[src/rtl/brc_hazard_pkg.sv]
// Shared types and constants for the ID-stage branch-operand hazard controller.
package brc_hazard_pkg;

  localparam int SB_DEPTH  = 3;
  localparam int SB_REG_W  = 5;
  localparam int SB_DATA_W = 32;

  localparam logic [SB_REG_W-1:0] REG_ZERO = '0;

  typedef struct packed {
    logic                 vld;
    logic [SB_REG_W-1:0]  rd;
    logic                 rdy;
    logic [SB_DATA_W-1:0] data;
  } sb_entry_t;

endpackage

[src/rtl/brc_sb_match.sv]
// Youngest-first scoreboard lookup for one branch source register.
module brc_sb_match
  import brc_hazard_pkg::*;
#(
  parameter int DEPTH = SB_DEPTH
) (
  input  sb_entry_t             sb [DEPTH],
  input  logic [SB_REG_W-1:0]   src,
  output logic                  hit,
  output logic                  rdy,
  output logic [SB_DATA_W-1:0]  data
);

  // Walk oldest to youngest so the youngest match wins.
  always_comb begin
    hit  = 1'b0;
    rdy  = 1'b0;
    data = '0;
    for (int i = DEPTH - 1; i >= 0; i--) begin
      if (sb[i].vld && sb[i].rd == src && src != REG_ZERO) begin
        hit  = 1'b1;
        rdy  = sb[i].rdy;
        data = sb[i].data;
      end
    end
  end

endmodule

[src/rtl/brc_hazard.sv]
// Branch-operand hazard controller: forwards ready producers, stalls otherwise.
// Optional BRC_STALL_CNT_EN adds a free-running stall cycle counter.
module brc_hazard
  import brc_hazard_pkg::*;
#(
  parameter int DEPTH  = SB_DEPTH,
  parameter int REG_W  = SB_REG_W,
  parameter int DATA_W = SB_DATA_W
) (
  input  logic              clk,
  input  logic              rst,
  input  logic              id_valid,
  input  logic              id_is_branch,
  input  logic [REG_W-1:0]  id_rs,
  input  logic [REG_W-1:0]  id_rt,
  input  logic              id_wr_en,
  input  logic [REG_W-1:0]  id_wr_reg,
  input  logic              ex_res_valid,
  input  logic [DATA_W-1:0] ex_res_data,
  input  logic              mem_res_valid,
  input  logic [DATA_W-1:0] mem_res_data,
  input  logic              pipe_hold,
  output logic              forward_rs,
  output logic              forward_rt,
  output logic [DATA_W-1:0] forward_rs_data,
  output logic [DATA_W-1:0] forward_rt_data,
  output logic              brc_stall
`ifdef BRC_STALL_CNT_EN
  ,
  output logic [31:0]       stall_cnt
`endif
);

  sb_entry_t sb [DEPTH];
  sb_entry_t head;

  logic              hit_rs, rdy_rs;
  logic              hit_rt, rdy_rt;
  logic [DATA_W-1:0] data_rs, data_rt;
  logic              haz_rs, haz_rt;
  logic              stall;

  brc_sb_match #(.DEPTH(DEPTH)) u_match_rs (
    .sb   (sb),
    .src  (id_rs),
    .hit  (hit_rs),
    .rdy  (rdy_rs),
    .data (data_rs)
  );

  brc_sb_match #(.DEPTH(DEPTH)) u_match_rt (
    .sb   (sb),
    .src  (id_rt),
    .hit  (hit_rt),
    .rdy  (rdy_rt),
    .data (data_rt)
  );

  assign haz_rs = hit_rs & ~rdy_rs;
  assign haz_rt = hit_rt & ~rdy_rt;
  assign stall  = id_valid & id_is_branch & (haz_rs | haz_rt);

  // Stale entries stay visible while rst is high, so mask the outputs.
  assign brc_stall       = ~rst & stall;
  assign forward_rs      = ~rst & hit_rs & rdy_rs;
  assign forward_rt      = ~rst & hit_rt & rdy_rt;
  assign forward_rs_data = forward_rs ? data_rs : '0;
  assign forward_rt_data = forward_rt ? data_rt : '0;

  always_comb begin
    head = '0;
    if (id_valid && id_wr_en && !stall && id_wr_reg != REG_ZERO) begin
      head.vld = 1'b1;
      head.rd  = id_wr_reg;
    end
  end

  always_ff @(posedge clk) begin
    if (rst) begin
      for (int i = 0; i < DEPTH; i++) begin
        sb[i] <= '0;
      end
    end else if (pipe_hold) begin
      if (ex_res_valid) begin
        sb[0].rdy  <= 1'b1;
        sb[0].data <= ex_res_data;
      end
      if (mem_res_valid) begin
        sb[1].rdy  <= 1'b1;
        sb[1].data <= mem_res_data;
      end
    end else begin
      sb[0] <= head;
      sb[1] <= sb[0];
      if (ex_res_valid) begin
        sb[1].rdy  <= 1'b1;
        sb[1].data <= ex_res_data;
      end
      sb[2] <= sb[1];
      if (mem_res_valid) begin
        sb[2].rdy  <= 1'b1;
        sb[2].data <= mem_res_data;
      end
      for (int i = 3; i < DEPTH; i++) begin
        sb[i] <= sb[i-1];
      end
    end
  end

`ifdef BRC_STALL_CNT_EN
  always_ff @(posedge clk) begin
    if (rst) begin
      stall_cnt <= '0;
    end else if (brc_stall) begin
      stall_cnt <= stall_cnt + 32'd1;
    end
  end
`endif

  // A writer reaching WB must already carry its value.
  a_wb_ready: assert property (
    @(posedge clk) disable iff (rst)
    !(sb[DEPTH-1].vld && !sb[DEPTH-1].rdy)
  );

endmodule

[config.mk]
export PLATFORM = sky130hd
export DESIGN_NAME = brc_hazard
export DESIGN_NICKNAME = d
export VERILOG_FILES = /design/src/rtl/brc_hazard_pkg.sv /design/src/rtl/brc_sb_match.sv /design/src/rtl/brc_hazard.sv
export SDC_FILE = /design/constraint.sdc
export NUM_CORES = 1
export LEC_CHECK = 0
export CAP_MARGIN = 40
export CORE_UTILIZATION = 45
export DETAILED_ROUTE_END_ITERATION = 6
export HOLD_SLACK_MARGIN = 0.1
export PLACE_DENSITY_LB_ADDON = 0.12
export RECOVER_POWER = 100
export SLEW_MARGIN = 15
export SYNTH_ARGS = -nofsm -noshare
export SYNTH_HDL_FRONTEND = slang
export SYNTH_SLANG_ARGS = --single-unit
[constraint.sdc]
create_clock -name clk -period 7.3 [get_ports clk]
set_input_delay 1.825 -clock clk [delete_from_list [all_inputs] [get_ports clk]]
set_output_delay 1.825 -clock clk [all_outputs]
set_load 0.005 [all_outputs]
## After elaboration in Yosys (flattened, before gate mapping)

Index checks and enable logic that the tools add are counted.

- Equal/unequal tests: 6
- Multiplexer cells: 24
- Bitwise logic cells: 14
- Reduce and logical (&&, ||, !) cells: 20

Operators by type and width:

| operator | number |
|---|---|
| 2-to-1 mux 32 bit | 8 |
| 2-to-1 mux 33 bit | 3 |
| equality test 5 bit | 6 |
| logical AND 1 bit | 15 |
| nonzero test 5 bit | 3 |
| 2-to-1 mux 1 bit | 12 |
| AND 1 bit | 9 |
| 2-to-1 mux 6 bit | 1 |
| inverter 1 bit | 4 |
| OR reduction 2 bit | 1 |
| zero test 1 bit | 1 |
| OR 1 bit | 1 |

- Register bits: 117
- Output and inout bits: 67
- Logic and storage cells: 76

## Longest topological paths before layout

- Word-level depth: 14
- Mapped depth: 10

## By module

From an unflattened synthesis, not the netlist that was laid out.

- Cells, all modules: 897
- Area total of the unflattened synthesis: 7111.8 µm²

Modules (own cells, without submodules):

| module | instances | cells each | area an instance (µm²) |
|---|---|---|---|
| brc_hazard | 1 | 541 | 5027.3 |
| brc_sb_match | 2 | 178 | 1042.2 |

## Least setup slack after synthesis

Ideal clock, no wire load.

- Path kind: input to output
- Start point: in id_rs[2]
- End point: out forward_rs_data[23]
- Arrival: 3638 ps
- Data required time: 5475 ps
- Path slack: 1837 ps
- Stages: 9
- Path buffers: 3
- Cell sequence: or4_1 nor2_2 or3_1 clkbuf_1 nor2_1 or3_1 buf_2 buf_2 nor3_1

- Word-level cells in the longest chain between the ends: 9
- Elaborated cells between the ends (all ways): 22

RTL lines:

| item | line | source |
|---|---|---|
| start: declaration | brc_hazard.sv:14 | `input logic [REG_W-1:0] id_rs,` |
| equality test 5 bit | brc_sb_match.sv:20 | `if (sb[i].vld && sb[i].rd == src && src != REG_ZERO) begin` |
| logical AND 1 bit (2 in a row) | brc_sb_match.sv:20 |  |
| 2-to-1 mux 1 bit (3 in a row) | brc_sb_match.sv:20 |  |
| AND 1 bit (2 in a row) | brc_hazard.sv:65 | `assign forward_rs = ~rst & hit_rs & rdy_rs;` |
| 2-to-1 mux 32 bit * | brc_hazard.sv:67 | `assign forward_rs_data = forward_rs ? data_rs : '0;` |
| end: declaration | brc_hazard.sv:25 | `output logic [DATA_W-1:0] forward_rs_data,` |

Mark *: on every way between the ends. The rest lies on a longest branch, timed or not.

## Final worst setup path

- Start point: in id_rs[3]
- End point: out forward_rs_data[13]

The elaborated chain is that of the path after synthesis.

==> impl_metrics.tcl <==
set metrics [dict create \
    cp_cell_sequence "dlygate4sd3_1 -> or4_1 -> nor2_2 -> nor4_1 -> and3_4 -> a221oi_1 -> or3_1 -> buf_4 -> nor3_1 -> clkdlybuf4s50_1" \
    post_cts_buffers 0 \
    top_register "sb" \
    failed_checks "capacitance limit, slew limit" \
    grt_max_degree 79 \
    die_x_um 119 \
    path_clk_slew_ns 0.05 \
    synth-seq-area-share_pct 37.8 \
    ir_drop_v 0.000135 \
    timing.slew.headroom_pct -100 \
    criticalPathCategory "input port to primary output" \
    clk_latency_ns 0.41 \
    drt_iter0_drc 658 \
    r2r_slack_ns 4.70 \
    cp_slowest_stage_delay_ns 0.65 \
    gr-total-overflow 0 \
    ys_warn_count 0 \
    antenna_cells 0 \
    power.density_nw_per_um2 199 \
    syn_inst 754 \
    synth_flop_cell "dfxtp_1" \
    initial_core_util_pct 46.4 \
    grt.busiest_layer "met2" \
    cts.sinks 117 \
    cpMaxStageDelayCell "dlygate4sd3_1" \
    cp_data_required_time_ns 5.48 \
    cts_root_buf "clkbuf_16" \
    layout-drive-gt1-share_pct 6.21 \
    routed_wl_um 20000 \
    post-route-drc-count 0 \
    via_per_inst 5.90 \
    drtPass1Iterations 5 \
    finalCriticalPeriod_ns 7.10 \
    final-max-slew-violation-count 118 \
    cts_buffer_depth 2 \
    routedWlPerCell_um 18.8 \
    detailed_place.area_um2 7840 \
    num_rows 42 \
    grt_usage_pct 28.4 \
    largestRegisters "sb x117" \
    use_met1_pct 36.0 \
    endpoint_kind "primary output" \
    synth-seq-cells 117 \
    area_growth_syn_to_layout_pct 35.1 \
    design.core.area_um2 13300 \
    die_h_um 119 \
    postSynth.asyncResetShare_pct 0 \
    syn_avg_cell_area_um2 8.21 \
    syn-cell-area_um2 6190 \
    hold_class "flop to flop" \
    grt_util_met3_pct 7.42 \
    cts_tree "yes" \
    synth.distinct_cells 34 \
    worst_clock_skew_ns 0.00568 \
    crit_arrival_ns 5.27 \
    hpwlAfterDp_um 12800 \
    worst_slew_pin_slew_ns 3.00 \
    finalHoldViolations 0 \
    antenna_found_initial 0 \
    synth-edff-count 0 \
    grtUsageMet2_pct 46.2 \
    ioPinCount 154 \
    postCtsHoldBufs 0 \
    fin_setup_tns_ns 0 \
    final_cell_mix "182 x nor2_1, 117 x dfxtp_1, 94 x clkdlybuf4s50_1" \
    max-cap-violations 2 \
    final_cell_area_um2 8370 \
    syn-num-nets 841 \
    crit_fanout 34 \
    total_power_mw 1.66 \
    ant_nets 0 \
    fmax_ghz 0.141 \
    htree_levels 4 \
    largest_reg_flops 117 \
    status "complete, but fails checks" \
    rsz0062_at_grt "false" \
    gp_congestion 0.947 \
    critPathLaunchType "input port" \
    cts_resized 0 \
    leakage_nw 3.39 \
    finalSetupViolations 0 \
    die-area_um2 14200 \
    final_common_cell "nor2_1" \
    grt_pass1_vias 6320 \
    via_count 6263 \
    layout.nets 959 \
    timing.final.crit_share_pct 97.2 \
    grt_pass1_wl_um 31900 \
    io_buffers 153 \
    cts_buffers 17 \
]
-- worst paths after layout --
path / from / to / cells after the start
hold reg to reg: sb[31]$_SDFFE_PP0N_ / sb[31]$_SDFFE_PP0N_ / 2
setup / recovery: id_rs[3] / forward_rs_data[13] / 10
setup reg to reg: sb[72]$_SDFFE_PP0N_ / sb[115]$_SDFFE_PP0N_ / 7
hold / removal: sb[31]$_SDFFE_PP0N_ / sb[31]$_SDFFE_PP0N_ / 2
-- synthesized netlist by cell type, drive strengths merged (2+ instances only) --
| cell | n | area share (%) |
|---|---|---|
| or3 | 4 | 0.40 |
| nand3 | 4 | 0.32 |
| nor4 | 4 | 0.40 |
| dlygate4sd1 | 3 | 0.42 |
| nor2 | 185 | 11 |
| nand2 | 6 | 0.36 |
| xor2 | 12 | 1.7 |
| dfxtp | 117 | 38 |
| a221oi | 65 | 9.2 |
| mux2i | 76 | 12 |
| a21oi | 34 | 2.7 |
| a211oi | 33 | 4.0 |
| inv | 5 | 0.30 |
| clkbuf | 57 | 3.5 |
| nand4 | 2 | 0.20 |
| a221o | 2 | 0.32 |
| and3 | 2 | 0.28 |
| or4 | 2 | 0.24 |
| a32o | 6 | 0.97 |
| buf | 12 | 1.1 |
| nor3 | 67 | 5.4 |
| nand2b | 2 | 0.20 |
| xnor2 | 18 | 2.5 |
| and2 | 32 | 3.2 |
-- logic make-up (layout without fill, tap and decap cells) --
| logic type | count (synthesis) | in the layout | synth area share (%) |
|---|---|---|---|
| AND/OR/NAND/NOR | 311 | 311 | 22.5 |
| AO/OA/AOI/OAI | 143 | 143 | 17.9 |
| flip-flops | 117 | 117 | 37.8 |
| buffers and inverters | 77 | 208 | 5.23 |
| multiplexers | 76 | 76 | 12.3 |
| XOR/XNOR | 30 | 30 | 4.24 |
-- per-layer routing --
| layer | share of wire, % | vias to the layer above |
|---|---|---|
| met2 | 48 | 295 |
| met4 | 1.6 | 0 |
| met5 | 0 | - |
| met1 | 44 | 2987 |
| li1 | - | 2950 |
| met3 | 6.9 | 31 |
-- per-stage QoR --
step	setup WS (ns)	std cells	hold WS (ns)	utilization [%]
floorplan	1.84	754	0.480	-
global placement	0.300	1025	0.489	58.1
detailed placement	0.258	1029	0.503	58.7
CTS	0.254	1061	0.515	62.9
global route	0.0518	1061	0.543	62.7
finish	0.205	1061	0.517	62.7
-- final cells by class --
class,count,area (µm²)
Clock inverter,3,40.0
Sequential cell,117,2340
Timing Repair Buffer,171,1680
Inverter,5,18.8
Fill cell,1162,4980
Tap cell,176,220
Clock buffer,29,520
Multi-Input combinational cell,560,3550
-- critical path: cells and delay by family --
family / cells / cell delay [ns]
and+or+nand+nor: 6 / 1.82
buffers and inverters: 3 / 1.45
AOI/OAI and AO/OA: 1 / 0.16
-- report_power, final --
group          internal, mW  leakage, nW  switching (mW)  total (mW)
Combinational        0.0930         2.15          0.0900       0.183
Clock                 0.512        0.276           0.271       0.783
Sequential            0.672        0.959          0.0260       0.698
No activity file was read; power rests on OpenSTA's default activity.
